$ cat config.mk
export PLATFORM = sky130hd
export DESIGN_NAME = spi_req_arbiter_flat
export DESIGN_NICKNAME = d
export VERILOG_FILES = /design/src/rtl/spi_req_arbiter_pkg.sv /design/src/rtl/spi_req_arbiter_if.sv /design/src/rtl/spi_req_arbiter_rr_pick_onehot.sv /design/src/rtl/spi_req_arbiter.sv /design/src/flat_wrapper.sv
export SDC_FILE = /design/constraint.sdc
export NUM_CORES = 1
export LEC_CHECK = 0
export BUFFER_PORTS_ARGS = -buffer_cell sky130_fd_sc_hd__buf_2
export CORE_UTILIZATION = 53
export DETAILED_ROUTE_END_ITERATION = 16
export GPL_ROUTABILITY_DRIVEN = 0
export HOLD_SLACK_MARGIN = 0.03
export PLACE_DENSITY = 0.92
export SLEW_MARGIN = 20
export SYNTH_ARGS = -nofsm -noshare
export SYNTH_HDL_FRONTEND = slang
export SYNTH_SLANG_ARGS = --single-unit
export TNS_END_PERCENT = 30
$ cat constraint.sdc
create_clock -name clk -period 7.1 [get_ports clk]
set_input_delay 1.065 -clock clk [delete_from_list [all_inputs] [get_ports clk]]
set_output_delay 1.065 -clock clk [all_outputs]
set_load 0.02 [all_outputs]
$ cat src/rtl/spi_req_arbiter_pkg.sv
// Shared types and helpers for the SPI request arbiter.
//   arb_state_t : arbiter sequencing states
//   CMD_W       : width of one SPI command / read word
//   MAX_REQ     : widest requester vector rr_pick handles
//   rr_pick     : round-robin first-set-bit search returning a one-hot grant
package spi_arb_pkg;

    localparam int CMD_W   = 16;
    localparam int MAX_REQ = 8;

    typedef enum logic [2:0] {
        IDLE  = 3'd0,
        ISSUE = 3'd1,
        WAIT  = 3'd2,
        CMPL  = 3'd3,
        ABORT = 3'd4
    } arb_state_t;

    // Searches ptr, ptr+1, ... wrapping modulo n; returns the first set
    // request as a one-hot vector, or zero when nothing in [n-1:0] is set.
    function automatic logic [MAX_REQ-1:0] rr_pick(
        input logic [MAX_REQ-1:0] req,
        input logic [2:0]         ptr,
        input int                 n = MAX_REQ
    );
        logic [MAX_REQ-1:0] g;
        logic [2:0]         idx;
        g = '0;
        for (int k = 0; k < MAX_REQ; k++) begin
            idx = 3'((int'(ptr) + k) % n);
            if (k < n && g == '0 && req[idx]) begin
                g[idx] = 1'b1;
            end
        end
        return g;
    endfunction

endpackage

$ cat src/rtl/spi_req_arbiter_if.sv
// Bundle between the requesters / SPI master and the arbiter.
//   req, req_cmd        : requester level requests and flattened commands
//   req_done, req_err   : one-cycle completion / abort pulses, one-hot
//   rd_data             : last completed read word
//   grant, busy         : current owner (one-hot) and activity flag
//   spi_wrt, spi_cmd    : one-cycle write strobe and command to the master
//   spi_done, spi_rd_data : master done level and read data
//
// Handshake: a requester raises req[i] with req_cmd slice i stable and keeps
// both unchanged until it sees req_done[i] or req_err[i]; it may then drop
// req[i] on the following cycle. Toward the master, spi_wrt is a single-cycle
// strobe with spi_cmd stable, and completion is the rising edge of spi_done.
interface spi_req_arbiter_if #(
    parameter int NUM_REQ = 3
);
    import spi_arb_pkg::*;

    logic [NUM_REQ-1:0]       req;
    logic [CMD_W*NUM_REQ-1:0] req_cmd;
    logic [NUM_REQ-1:0]       req_done;
    logic [NUM_REQ-1:0]       req_err;
    logic [CMD_W-1:0]         rd_data;
    logic [NUM_REQ-1:0]       grant;
    logic                     busy;
    logic                     spi_wrt;
    logic [CMD_W-1:0]         spi_cmd;
    logic                     spi_done;
    logic [CMD_W-1:0]         spi_rd_data;

    // Arbiter side.
    modport slave (
        input  req, req_cmd, spi_done, spi_rd_data,
        output req_done, req_err, rd_data, grant, busy, spi_wrt, spi_cmd
    );

    // Requesters plus SPI master side.
    modport master (
        output req, req_cmd, spi_done, spi_rd_data,
        input  req_done, req_err, rd_data, grant, busy, spi_wrt, spi_cmd
    );

endinterface

$ cat src/rtl/spi_req_arbiter_rr_pick_onehot.sv
// Combinational round-robin priority picker.
//   req    : request vector
//   ptr    : index of the highest-priority requester (must be < N)
//   onehot : first set request at or after ptr, wrapping
//   any    : at least one request is set
module rr_pick_onehot
    import spi_arb_pkg::*;
#(
    parameter int N = 3
) (
    input  logic [N-1:0] req,
    input  logic [2:0]   ptr,
    output logic [N-1:0] onehot,
    output logic         any
);

    logic [MAX_REQ-1:0] req_w;
    logic [MAX_REQ-1:0] pick_w;

    always_comb begin
        req_w        = '0;
        req_w[N-1:0] = req;
    end

    assign pick_w = rr_pick(req_w, ptr, N);
    assign onehot = pick_w[N-1:0];
    // Nonzero exactly when some request in range is set.
    assign any    = |pick_w;

endmodule

$ cat src/rtl/spi_req_arbiter.sv
// Round-robin arbiter sharing one SPI master among NUM_REQ requesters.
//   clk, rst_n : clock and asynchronous active-low reset
//   bus        : requester and SPI master signals (slave modport)
//   state_dbg  : current sequencer state
// A granted command is strobed into the master for one cycle, completion is
// the rising edge of spi_done, and a watchdog aborts after TMO_CYC cycles.
module spi_req_arbiter
    import spi_arb_pkg::*;
#(
    parameter int NUM_REQ = 3,
    parameter int TMO_CYC = 4095,
    parameter int TMO_W   = 12
) (
    input  logic                clk,
    input  logic                rst_n,
    spi_req_arbiter_if.slave    bus,
    output arb_state_t          state_dbg
);

    arb_state_t         state;
    logic [2:0]         rr_ptr;
    logic [2:0]         grant_idx;
    logic [2:0]         pick_idx;
    logic [NUM_REQ-1:0] pick_oh;
    logic               pick_any;
    logic [CMD_W-1:0]   pick_cmd;
    logic [TMO_W-1:0]   watchdog;
    logic [TMO_W-1:0]   wd_next;
    logic               spi_done_q;
    logic               done_rise;
    logic [2:0]         ptr_next;

    rr_pick_onehot #(.N(NUM_REQ)) u_pick (
        .req    (bus.req),
        .ptr    (rr_ptr),
        .onehot (pick_oh),
        .any    (pick_any)
    );

    always_comb begin
        pick_idx = '0;
        pick_cmd = '0;
        for (int i = 0; i < NUM_REQ; i++) begin
            if (pick_oh[i]) begin
                pick_idx = 3'(i);
                pick_cmd = bus.req_cmd[i*CMD_W +: CMD_W];
            end
        end
    end

    // A done level left over from the previous transfer must not complete
    // the current one, so only the edge counts.
    assign done_rise = bus.spi_done & ~spi_done_q;
    assign wd_next   = watchdog + TMO_W'(1);
    assign ptr_next  = (grant_idx == 3'(NUM_REQ - 1)) ? 3'd0 : grant_idx + 3'd1;
    assign state_dbg = state;

    always_ff @(posedge clk or negedge rst_n) begin
        if (!rst_n) begin
            state        <= IDLE;
            rr_ptr       <= '0;
            grant_idx    <= '0;
            watchdog     <= '0;
            spi_done_q   <= 1'b0;
            bus.grant    <= '0;
            bus.req_done <= '0;
            bus.req_err  <= '0;
            bus.rd_data  <= '0;
            bus.spi_wrt  <= 1'b0;
            bus.spi_cmd  <= '0;
            bus.busy     <= 1'b0;
        end else begin
            spi_done_q   <= bus.spi_done;
            bus.spi_wrt  <= 1'b0;
            bus.req_done <= '0;
            bus.req_err  <= '0;
            case (state)
                IDLE: begin
                    if (pick_any) begin
                        bus.grant   <= pick_oh;
                        grant_idx   <= pick_idx;
                        bus.spi_cmd <= pick_cmd;
                        // Strobe is high for the whole ISSUE cycle.
                        bus.spi_wrt <= 1'b1;
                        bus.busy    <= 1'b1;
                        state       <= ISSUE;
                    end
                end
                ISSUE: begin
                    watchdog <= '0;
                    state    <= WAIT;
                end
                WAIT: begin
                    watchdog <= wd_next;
                    if (done_rise) begin
                        bus.rd_data  <= bus.spi_rd_data;
                        bus.req_done <= bus.grant;
                        state        <= CMPL;
                    end else if (wd_next == TMO_W'(TMO_CYC)) begin
                        bus.req_err <= bus.grant;
                        bus.busy    <= 1'b0;
                        state       <= ABORT;
                    end
                end
                CMPL, ABORT: begin
                    // Owner drops to lowest priority for the next search.
                    rr_ptr    <= ptr_next;
                    bus.grant <= '0;
                    bus.busy  <= 1'b0;
                    state     <= IDLE;
                end
                default: begin
                    state <= IDLE;
                end
            endcase
        end
    end

endmodule

$ cat src/flat_wrapper.sv
// flat-port wrapper written by rule: the top's interface ports become plain ports
module spi_req_arbiter_flat import spi_arb_pkg::*;
#(
    parameter int NUM_REQ = 3,
    parameter int TMO_CYC = 4095,
    parameter int TMO_W   = 12
)
  (clk, rst_n, state_dbg, bus_req, bus_req_cmd, bus_spi_done, bus_spi_rd_data, bus_req_done, bus_req_err, bus_rd_data, bus_grant, bus_busy, bus_spi_wrt, bus_spi_cmd);
  spi_req_arbiter_if #(.NUM_REQ(NUM_REQ)) bus_i ();
  input  logic clk;
  input  logic rst_n;
  output arb_state_t state_dbg;
  input wire logic [$bits(bus_i.req)-1:0] bus_req;
  input wire logic [$bits(bus_i.req_cmd)-1:0] bus_req_cmd;
  input wire logic [$bits(bus_i.spi_done)-1:0] bus_spi_done;
  input wire logic [$bits(bus_i.spi_rd_data)-1:0] bus_spi_rd_data;
  output wire logic [$bits(bus_i.req_done)-1:0] bus_req_done;
  output wire logic [$bits(bus_i.req_err)-1:0] bus_req_err;
  output wire logic [$bits(bus_i.rd_data)-1:0] bus_rd_data;
  output wire logic [$bits(bus_i.grant)-1:0] bus_grant;
  output wire logic [$bits(bus_i.busy)-1:0] bus_busy;
  output wire logic [$bits(bus_i.spi_wrt)-1:0] bus_spi_wrt;
  output wire logic [$bits(bus_i.spi_cmd)-1:0] bus_spi_cmd;
  assign bus_i.req = bus_req;
  assign bus_i.req_cmd = bus_req_cmd;
  assign bus_i.spi_done = bus_spi_done;
  assign bus_i.spi_rd_data = bus_spi_rd_data;
  assign bus_req_done = bus_i.req_done;
  assign bus_req_err = bus_i.req_err;
  assign bus_rd_data = bus_i.rd_data;
  assign bus_grant = bus_i.grant;
  assign bus_busy = bus_i.busy;
  assign bus_spi_wrt = bus_i.spi_wrt;
  assign bus_spi_cmd = bus_i.spi_cmd;
  spi_req_arbiter #(.NUM_REQ(NUM_REQ), .TMO_CYC(TMO_CYC), .TMO_W(TMO_W)) u_core (.clk(clk), .rst_n(rst_n), .bus(bus_i), .state_dbg(state_dbg));
endmodule
# ---- Yosys cells after proc, flatten, opt, wreduce, memory -nomap -nowiden
# Index checks and enable logic that the tools add are counted.
dict set report classes {
  add_sub_neg 4
  multipliers 0
  div 3
  order_cmp 6
  n_eq_ne 10
  n_shift 0
  n_mux 39
  n_bitwise 4
  reduce_logical 18
}
# op n
set ops {}
lappend ops {{32-bit by 3-bit remainder unit with 32-bit output, second input constant} 2}
lappend ops {{16-bit two-way mux} 3}
lappend ops {{4-bit by 3-bit remainder unit with 32-bit output, second input constant} 1}
lappend ops {{3-bit two-way mux} 10}
lappend ops {{8-bit two-way mux} 3}
lappend ops {{12-bit case mux with 2 select lines} 1}
lappend ops {{8-bit logical NOT} 2}
lappend ops {{8-bit OR} 2}
lappend ops {{12-bit by 1-bit adder with 12-bit output, second input constant} 1}
lappend ops {{12-bit equality test, second input constant} 1}
lappend ops {{3-bit by 4-bit < comparator with 1-bit output, second input constant} 3}
lappend ops {{1-bit two-way mux} 12}
lappend ops {{1-bit binary-select mux with 3-bit select} 3}
lappend ops {{1-bit demux with 3-bit select} 3}
lappend ops {{3-bit by 2-bit equality test with 1-bit output, second input constant} 3}
lappend ops {{3-bit by 1-bit >= comparator with 1-bit output, second input constant} 3}
lappend ops {{3-bit case mux with 3 select lines} 1}
lappend ops {{2-bit AND reduction} 4}
lappend ops {{8-bit OR reduction} 1}
lappend ops {{3-bit case mux with 2 select lines} 1}
lappend ops {{1-bit logical AND} 5}
lappend ops {{3-bit by 1-bit adder with 4-bit output, second input constant} 1}
lappend ops {{3-bit by 2-bit adder with 4-bit output, second input constant} 1}
lappend ops {{2-bit by 1-bit inequality test with 1-bit output, second input constant} 2}
lappend ops {{14 further kinds} 15}
dict set report word_totals {
  register_bits 65
  latch_bits 0
  mem_bits_rw 0
  rom_bits 0
  in_bits 70
  output_inout_bits 46
  word_cells 96
  n_memories 0
}

# ---- Depth between registers and ports, before layout
dict set report logic_depth {
  depth_word 15
  mapped_depth 20
  depth_no_buf 16
}

# ---- Hierarchy
# A second synthesis with hierarchy kept.
dict set report hier_totals {
  cells_unflattened 437
  hier_area_um2 4003.8
}
# mod n_inst cells_per_inst area_each_um2 seq_area_each_um2
set modules_own_cells {}
lappend modules_own_cells {spi_req_arbiter 1 317 3052.9 1601.5}
lappend modules_own_cells {rr_pick_onehot 1 120 950.9 0.0}

# ---- Least setup slack after synthesis
# No wires, ideal clock.
dict set report synth_timing {
  path_kind {reg2reg}
  startpoint {reg u_core.rr_ptr[0]}
  endpoint {reg u_core.grant_idx[0]}
  setup_time_ps 128
  arrival_ps 4802
  required_time_ps 6972
  slack_ps 2170
  stages_incl_launch_ff 20
  path_buffers 4
  period_less_slack_ps 4930
  cell_sequence {dfrtp_1 > clkbuf_1 > clkbuf_1 > inv_1 > ha_1 > ha_1 > ha_1 > clkbuf_2 > a211oi_1 > xnor2_1 > ha_1 > a41oi_1 > nand2_1 > or2_4 > a21boi_1 > o311a_4 > o41ai_4 > o31a_1 > buf_4 > mux2_1}
}
dict set report synth_between {
  elab_chain_cells 14
  word_cells_on_any_way 39
  cone_classes {add/sub: 2; div: 3; order compare: 6; mux: 17; bitwise: 2; reduce/logical: 9}
}
# item line_no
set synth_rtl {}
lappend synth_rtl {{start: declaration} spi_req_arbiter.sv:21} ;# logic [2:0] rr_ptr;
lappend synth_rtl {{start signal: assignment} spi_req_arbiter.sv:107} ;# rr_ptr <= ptr_next;
lappend synth_rtl {{parallel branches: the longest is 11 deep, another holds 32-bit by 3-bit remainder unit with 32-bit output} --}
lappend synth_rtl {{8-bit two-way mux *} spi_req_arbiter_pkg.sv:31} ;# if (k < n && g == '0 && req[idx]) begin
lappend synth_rtl {{8-bit OR reduction / 1-bit two-way mux (equally long branches)} {spi_req_arbiter_rr_pick_onehot.sv:28, spi_req_arbiter.sv:44}}
lappend synth_rtl {{2-bit AND reduction (no source line) / 2-bit two-way mux (equally long branches)} --}
lappend synth_rtl {{end signal: assignment} spi_req_arbiter.sv:81} ;# grant_idx <= pick_idx;
lappend synth_rtl {{end: declaration} spi_req_arbiter.sv:22} ;# logic [2:0] grant_idx;
# Every way passes the cells marked *. The select of a mux whose other input is x is not followed.
# A chain may end at the register's enable or synchronous reset.

# ---- Worst setup path in the final report
dict set report layout_timing {
  startpoint {reg u_core.rr_ptr[0]}
  endpoint {reg u_core.bus.spi_cmd[10]}
}
dict set report layout_between {
  elab_chain_cells 15
  word_cells_on_any_way 40
  cone_classes {add/sub: 2; div: 3; order compare: 6; mux: 18; bitwise: 2; reduce/logical: 9}
}
# item line_no
set layout_rtl {}
lappend layout_rtl {{parallel branches: the longest is 11 deep, another holds 32-bit by 3-bit remainder unit with 32-bit output} --}
lappend layout_rtl {{8-bit two-way mux *} spi_req_arbiter_pkg.sv:31}
lappend layout_rtl {{16-bit two-way mux (3 in series)} spi_req_arbiter.sv:44} ;# if (pick_oh[i]) begin
lappend layout_rtl {{end signal: assignment} spi_req_arbiter.sv:82} ;# bus.spi_cmd <= pick_cmd;
lappend layout_rtl {{end: declaration} spi_req_arbiter_if.sv:33} ;# output req_done, req_err, rd_data, grant, busy, spi_wrt, spi_cmd
# Marks and branches as above.

==> results.toml <==
[sta]
min_period_ps = 5809
fin_tns_setup_ps = 0
final_hold_viol_count = 0
fmax_mhz = 172.1
slew_violations = 0
setup_viol = 0
tightest_slew_ps = 962.4
relSlewSlack = 0.3562
skew_ps = 10.87
period_share = 0.8182
grt_setup_unrepaired = "no"

[route]
wl_met2_um = 4928
remaining_drc_errors = 0
m1WireLength_um = 3732
drtAntennaViolNets = 0
first_iter_violations = 372
top_layer_used = "met4"
wire_per_inst_um = 15.27
vias_per_cell = 5.918
vias = 3663
wirelength_um = 9453
first_pass_iters = 6
routed-wl-met3_um = 574

[global_routing]
grt_pass1_wl_um = 15210
grt_usage = 0.2491
grt_max_degree = 65
antenna_found_initial = 0
grt_pass1_vias = 3329
grt.overflow.total = 0

[hold_path]
timing.hold.worst_endpoint = "u_core.rr_ptr[0]$_DFFE_PN0P_"
hold_path_class = "reg2reg"
hold_start = "u_core.grant_idx[1]$_DFFE_PN0P_"
hold_depth = 1

[power]
cell_internal_pwr_w = 0.001306
power_density_nw_per_um2 = 521.6
peakVddDrop_mv = 0.3402
leakagePower_nw = 2.319
clkPwrFrac = 0.107
seqPwrFrac = 0.246
comb_power_share = 0.647
sw_frac_of_total = 0.4785
power_switching_w = 0.001198

[worst_setup_path]
reg2reg_depth = 18
cp-end-kind = "flip-flop"
cp_max_fo = 28
timing.rr.start = "u_core.rr_ptr[0]$_DFFE_PN0P_"
crit_type = "reg2reg"
worstPathArrival_ps = 6050
cp.required_ps = 7340
max_stage_delay_ps = 690
path_cells = "ha_1 > xnor2_1 > a21oi_1 > ha_1 > ha_1 > a211oi_1 > xnor2_1 > ha_1 > a41oi_1 > nand2_1 > or2_4 > a21boi_1 > o311a_4 > o41ai_4 > buf_4 > o31a_1 > buf_4 > mux2i_1"
rrSetupSlack_ps = 1290
critPathLaunchType = "flip-flop"
r2r_end = "u_core.bus.spi_cmd[10]$_DFFE_PN0P_"
cpMaxStageDelayCell = "dfrtp_1"
path_common_cell = "ha_1"

[placement]
detailed_place.area_um2 = 4629
dp_hpwl_um = 7046
place_inst = 604
port_buffers = 115

[floorplanning]
rows = 31
fp.dieArea_um2 = 7933
start_util = 0.5510
coreArea_um2 = 7292
pin_count = 116
die_y_um = 89.07
die_w_um = 89.07

[synthesis]
avgSynthCellArea_um2 = 9.823
yosys.area.top_type = "dfrtp_1"
synth-seq-area-share = 0.3986
async_flop_share = 1.000
ys_ff_latch = 64
yosysMostFrequentCell = "dfrtp_1"
syn_area_um2 = 4018
ys_warn_count = 0
synthTopCellsByArea = "dfrtp_1 (40%), mux2i_1 (6.2%), ha_1 (5.6%), mux2_2 (5.0%), a222oi_1 (4.0%)"
syn_nets = 497
syn_inst = 409
synth_edf_count = 0
yosys.area.top_type_share = 0.3986
synthFlopType = "dfrtp_1"
synth_common_cells = "dfrtp_1 (64), nand2_1 (34), inv_1 (31)"
synth.distinct_cells = 60

[flow_run]
drv_cap = 0

[cells_and_area]
final_cells = 619
final_cell_area_um2 = 4801
seqCellArea_um2 = 1602
syn2layout_area_growth_pct = 19.50
multi_input_area_um2 = 2182
n_antenna_cell = 0
drive_gt1_frac = 0.3154
n_fill_cell = 608
nets = 604

[cts]
h-tree-depth = 3
cts_buffers = 9
clock_path_buffers = 2
cts.hold.buffers_added = 0
cts_root_buf = "clkbuf_8"
cts.repair.resized = 0
clk_pin_slew_worst_paths_ps = 60
tritoncts = "built"
postCtsSetupRepairBufs = 0
clock-sinks = 64
clock_insertion_delay_worst_skew_ps = 330

[outcome]
status = "finished clean"
==> power groups by stage <==
| stage | Combinational [W] | Sequential (W) | Clock, W |
|---|---|---|---|
| 2_1_floorplan | 0.00116 | 0.000711 | 0 |
| 3_3_place_gp | 0.00153 | 0.000614 | 0 |
| 3_5_place_dp | 0.00161 | 0.000619 | 0 |
| 4_1_cts | 0.00161 | 0.000615 | 0.000273 |
| 5_1_grt | 0.00177 | 0.000636 | 0.000291 |
| 6_report | 0.00162 | 0.000616 | 0.000268 |
==> state kept, by name (all words and copies together), names as in the netlist <==
| register | cells |
|---|---|
| u_core.bus.spi_cmd | 16 |
| u_core.bus.spi_wrt | 1 |
| u_core.bus.rd_data | 16 |
| u_core.rr_ptr | 3 |
| u_core.bus.grant | 3 |
| u_core.bus.req_done | 3 |
| u_core.watchdog | 12 |
| u_core.spi_done_q | 1 |
| u_core.grant_idx | 2 |
| u_core.bus.req_err | 3 |
| u_core.bus.busy | 1 |
| u_core.state_dbg | 3 |
==> critical path: cells and delay by family (launching register included) <==
kind | cells | cell delay, ps
AO/OA/AOI/OAI | 7 | 1920
XOR/XNOR | 2 | 570
adder cells (fa/ha/maj) | 4 | 1310
buffers and inverters | 2 | 610
flip-flops | 1 | 690
multiplexers | 1 | 230
AND/OR/NAND/NOR | 2 | 390
==> worst max path at each step <==
stage,startpoint,end,slack (ps),cells after the start
3_5_place_dp,u_core.rr_ptr[0]$_DFFE_PN0P_,u_core.bus.spi_cmd[4]$_DFFE_PN0P_,1380,18
5_1_grt,u_core.rr_ptr[0]$_DFFE_PN0P_,u_core.bus.spi_cmd[10]$_DFFE_PN0P_,920,18
2_1_floorplan,u_core.rr_ptr[0]$_DFFE_PN0P_,u_core.grant_idx[0]$_DFFE_PN0P_,2170,19
3_3_place_gp,u_core.rr_ptr[0]$_DFFE_PN0P_,u_core.bus.spi_cmd[12]$_DFFE_PN0P_,1790,18
4_1_cts,u_core.rr_ptr[0]$_DFFE_PN0P_,u_core.bus.spi_cmd[10]$_DFFE_PN0P_,1370,18
6_report,u_core.rr_ptr[0]$_DFFE_PN0P_,u_core.bus.spi_cmd[10]$_DFFE_PN0P_,1290,18
==> metal layers <==
layer  vias to the layer above  track usage
met4                         0       0.1025
met3                        25      0.04247
li1                       1709            -
met2                       172       0.4455
met1                      1757       0.2988
met5                         -            0
==> kinds of logic after synthesis <==
group | Yosys count | share of synthesized area
AO/OA/AOI/OAI | 106 | 0.2049
XOR/XNOR | 10 | 0.02367
adder cells (fa/ha/maj) | 18 | 0.05606
buffers and inverters | 54 | 0.05823
flip-flops | 64 | 0.3986
multiplexers | 44 | 0.1155
AND/OR/NAND/NOR | 113 | 0.1430
==> final cells by class <==
cell class	count	area share
Clock buffer	10	0.02867
Clock inverter	5	0.007037
Inverter	31	0.02424
Multi-Input combinational cell	291	0.4545
Sequential cell	64	0.3336
Tap cell	99	0.02580
Timing Repair Buffer	119	0.1261
==> stage by stage <==
stage	hold WS, ps	util	total power (W)	setup WS (ps)
floorplan	445.6	-	0.001873	2170
global placement	465.8	0.6349	0.002145	1794
detailed placement	469.1	0.6349	0.002225	1376
CTS	475.1	0.6584	0.002499	1373
global route	513.8	0.6584	0.002695	915.8
finish	471.8	0.6584	0.002504	1291
==> layout by cell type, fill, tap and decap left out, drive strengths merged, types with 3 or more instances in the layout <==
master | Yosys | final
buf | 7 | 119
dfrtp | 64 | 64
nand2 | 34 | 34
inv | 31 | 31
o21ai | 31 | 31
mux2i | 25 | 25
nor2 | 22 | 22
mux2 | 19 | 19
ha | 18 | 18
a222oi | 16 | 16
a21oi | 12 | 12
clkbuf | 16 | 10
nand3 | 8 | 8
o31ai | 8 | 8
xnor2 | 7 | 7
nand2b | 6 | 6
nor2b | 6 | 6
nor3 | 6 | 6
and3 | 6 | 6
nand4 | 5 | 5
o211ai | 4 | 4
a21o | 4 | 4
a21boi | 4 | 4
nand3b | 3 | 3
and2 | 3 | 3
nor3b | 3 | 3
a31oi | 3 | 3
xor2 | 3 | 3
or2 | 3 | 3
clkinv | 0 | 3
No activity file was read; power rests on OpenSTA's default activity.
